### config.mk
export PLATFORM = sky130hd
export DESIGN_NAME = mod12_next_value
export DESIGN_NICKNAME = d
export VERILOG_FILES = /design/src/rtl/mod12_pkg.sv /design/src/rtl/mod12_next_value.sv
export SDC_FILE = /design/constraint.sdc
export NUM_CORES = 1
export LEC_CHECK = 0
export CORE_AREA = 2 2 39 41
export DETAILED_ROUTE_END_ITERATION = 6
export DIE_AREA = 0 0 41 43
export PLACE_DENSITY = 0.42
export SYNTH_ARGS = -nofsm -noshare
export SYNTH_HDL_FRONTEND = slang
export SYNTH_SLANG_ARGS = --single-unit
### constraint.sdc
create_clock -name vclk -period 1.7
set_clock_uncertainty 0.15 [all_clocks]
set_input_delay 0.34 -clock vclk [all_inputs]
set_output_delay 0.34 -clock vclk [all_outputs]
set_load 0.02 [all_outputs]
### src/rtl/mod12_pkg.sv
// Shared constants and state encoding for the mod-12 counter checker.
package mod12_pkg;

   localparam int MODULUS = 12;
   localparam int WIDTH   = 4;

   typedef enum logic [1:0] {
      ACQUIRE = 2'd0,
      LOCKED  = 2'd1,
      ALARM   = 2'd2
   } state_t;

endpackage

### src/rtl/mod12_next_value.sv
// Combinational predictor: next counter value from previous value and direction.
module mod12_next_value
   import mod12_pkg::*;
#(
   parameter int P_MODULUS = MODULUS,
   parameter int P_WIDTH   = WIDTH
) (
   input  logic [P_WIDTH-1:0] prev,
   input  logic               dir,
   output logic [P_WIDTH-1:0] exp_value
);

   localparam logic [P_WIDTH-1:0] TOP = P_WIDTH'(P_MODULUS - 1);

   always_comb begin
      if (dir) exp_value = (prev == TOP) ? '0 : prev + P_WIDTH'(1);
      else     exp_value = (prev == '0) ? TOP : prev - P_WIDTH'(1);
   end

endmodule

# After elaboration in Yosys (flattened, before gate mapping)
# Cells that the tools add are included.
[word_totals] reg_bits=0 wordCells=7
[op_classes] n_reduce_logical=1 mux=3 eq_ne=1 add_sub_neg=2
[ops] cell="$mux 4" n=3
[ops] cell="$add 4x1->4 const B" n=1
[ops] cell="$eq 4x4->1 const B" n=1
[ops] cell="$logic_not 4->1" n=1
[ops] cell="$sub 4x1->4 const B" n=1

# Longest topological paths before layout
[depth] word_depth=3 mapped_depth=5

# Worst setup path before layout
# No wires, ideal clock.
[synth_timing] path_type="input port to output port" start="in prev[2]" end="out exp_value[3]" arrival_ps=1160 path_slack_ps=50 stages=3 path_cell_list="or4b_1 -> o311a_1 -> a2bb2oi_1"
[synth_between] elab_chain_len=3
[synth_rtl] item="start, declared" line="mod12_next_value.sv:8" rtl="input logic [P_WIDTH-1:0] prev,"
[synth_rtl] item="$sub 4x1->4, or another cell as far along" line="mod12_next_value.sv:17" rtl="else exp_value = (prev == '0) ? TOP : prev - P_WIDTH'(1);"
[synth_rtl] item="$mux 4 (on tied branches)" line="mod12_next_value.sv:17, mod12_next_value.sv:16"
[synth_rtl] item="$mux 4 (*)" line="mod12_next_value.sv:16" rtl="if (dir) exp_value = (prev == TOP) ? '0 : prev + P_WIDTH'(1);"
[synth_rtl] item="end, declared" line="mod12_next_value.sv:10" rtl="output logic [P_WIDTH-1:0] exp_value"
# Mark *: on every way between the ends. The rest lies on a longest branch, timed or not.

# Worst setup path after layout
# Same ends and word-level chain as after synthesis.

==> key figures <==
Route
  – Vias/cell: 3.73
  – Initial DRC count: 0
  – DR pass1 iterations: 1
  – Total Wirelength: 443 um
  – Post-DR wirelength/cell: 8.52 um
  – Post-route DRC: 0
  – Vias: 194
  – Post-route ant nets: 0

Synthesis
  – Post-synth top cells: inv_1, ha_1, nand2_1
  – Synth top area share: 0.160
  – Most common cell in the synthesized netlist: inv_1
  – Synthesized Nets: 29
  – Syn Inst Count: 22
  – Seq/Total Area, Yosys: 0
  – Cell Area, Synth: 156 um2
  – Post-synth top area cell: ha_1
  – Synth warn: 0
  – Mean Syn Cell Area: 7.11 um2
  – Area contributors post-synth: ha_1, inv_1, mux2_2
  – Yosys cell types: 17

Global route
  – Antenna violations before repair: 0
  – All-Layer GR Usage: 0.0519
  – Largest net degree at the start of global routing: 8
  – Vias in the first global route: 158
  – Grt total ovfl: 0
  – First-pass GRT wire length: 696 um

STA
  – Max-slew headroom: 0.848
  – Fmax: 542 MHz
  – Final WS setup: -146 ps
  – WHS: 926 ps
  – Final Max Slew Viols: 0
  – Minimum clock period after layout: 1850 ps
  – # setup viols final: 1
  – RSZ-0062 raised after global routing: yes
  – Final Hold Fails: 0
  – Tcrit/Tclk final: 1.09
  – Slew @ Worst Pin: 227 ps

Cells and area
  – Final Cell Area: 339 um2
  – Synthesis-to-finish area growth: 117%
  – Fill count: 162
  – Multi-input gate area: 171 um2
  – Share of layout cells above drive strength 1: 0.611
  – Sequential Area: 0 um2
  – Final nets: 45
  – Number of diodes: 0
  – Clock buffers: 0
  – Final core occ: 0.245
  – Seq cells: 0

Pwr
  – Sw power: 0.0415 mW
  – PwrDens: 278 mW/mm2
  – Static Leak: 0.171 nW
  – Int Power: 0.0527 mW
  – Net Sw Frac: 0.440
  – Reg power frac: 0
  – VDD IR-drop max: 87.3 uV
  – Clk pwr share: 0
  – Comb power frac: 1.000

Flow run
  – Max Cap Viol: 0

Setup path
  – Critical Path RT: 1210 ps
  – Critical path class: primary input to output pin
  – CP max FO: 2
  – CP Buf/Inv Count: 2
  – Critical path's top delay family: simple AND/OR/NAND/NOR gates
  – CP max stage delay: 520 ps
  – CP cell instances: buf_6, or4b_4, o311a_1, a2bb2oi_1, buf_4
  – Critical Path AT: 1360 ps
  – Worst path slowest cell: or4b_4
  – Crit end category: output pin
  – Startpoint types: primary input

Placement
  – Placement Cell Area: 300 um2
  – HPWL Detailed: 351 um
  – I/O Buffers: 9
  – Gpl congestion: 0.587

Min path
  – Type of the most critical hold path: primary input to output pin

Floorplan
  – Die Wd: 41 um
  – Cell Rows: 14
  – Top Ports: 9
  – Die H: 43 um
  – Core Region: 0.00138 mm2
  – Initial core utilization: 0.113
  – Die area: 0.00176 mm2

Run status
  – Violated checks: setup timing
  – Status: finished, violations left
tightest hold or removal path: cells and delay by family:
kind | cells | cell delay (ps)
buffers and inverters | 4 | 390
per-layer routing:
layer,vias to the layer above,track usage,part of all wire
met3,0,0,0.059
met5,-,0,0
met2,5,0.0813,0.47
li1,106,-,-
met4,0,0,0
met1,83,0.0823,0.47
layout make-up:
type | count | area share
multi-input cells | 17 | 0.506
repair buffers | 15 | 0.391
well taps | 16 | 0.0590
inverters | 4 | 0.0443
cell families (layout without fill, tap and decap cells):
group                      count (synthesis)  after routing  share of synthesized area
and+or+nand+nor                            6              6                      0.232
adders and majority gates                  2              2                      0.160
buffers and inverters                      5             19                      0.120
xor gates and xnor gates                   1              1                     0.0560
muxes                                      2              2                      0.136
AOI/OAI and AO/OA                          6              6                      0.296
what timing repair did:
action,4_1_cts,5_1_grt
buffers inserted,0,1
hold buffers,0,0
pin swaps,2,4
setup endpoints to repair,4,3
gates resized for setup,38,15
power groups by stage:
| stage | sequential [mW] | clock, mW | combinational (mW) |
|---|---|---|---|
| floorplan | 0 | 0 | 0.0405 |
| global placement | 0 | 0 | 0.0886 |
| detailed placement | 0 | 0 | 0.0878 |
| CTS | 0 | 0 | 0.0824 |
| global route | 0 | 0 | 0.103 |
| finish | 0 | 0 | 0.0942 |
metrics by stage:
step | power (mW) | setup TNS, ps | setup slack [ps] | cells
3_5_place_dp | 0.0878 | -3300 | -1030 | 51
2_1_floorplan | 0.0405 | 0 | 49.7 | 22
5_1_grt | 0.103 | -166 | -159 | 52
3_3_place_gp | 0.0886 | -3340 | -1050 | 51
4_1_cts | 0.0824 | -181 | -161 | 51
6_report | 0.0942 | -146 | -146 | 52
final timing paths:
kind | startpoint | endpoint | cells after the start
setup / recovery | prev[2] | exp_value[3] | 5
hold / removal | prev[0] | exp_value[0] | 4
placed cells by master (no fill, tap or decap), drive strengths merged:
master,n
a21boi,1
a2bb2oi,1
and3b,1
buf,13
clkbuf,1
dlymetal6s2s,1
ha,2
inv,4
mux2,1
mux2i,1
nand2,2
nand2b,1
nor2,1
o21ai,1
o22ai,1
o311a,1
o31a,1
or4b,1
xnor2,1
Note: power is estimated with default switching activity, not from simulation.
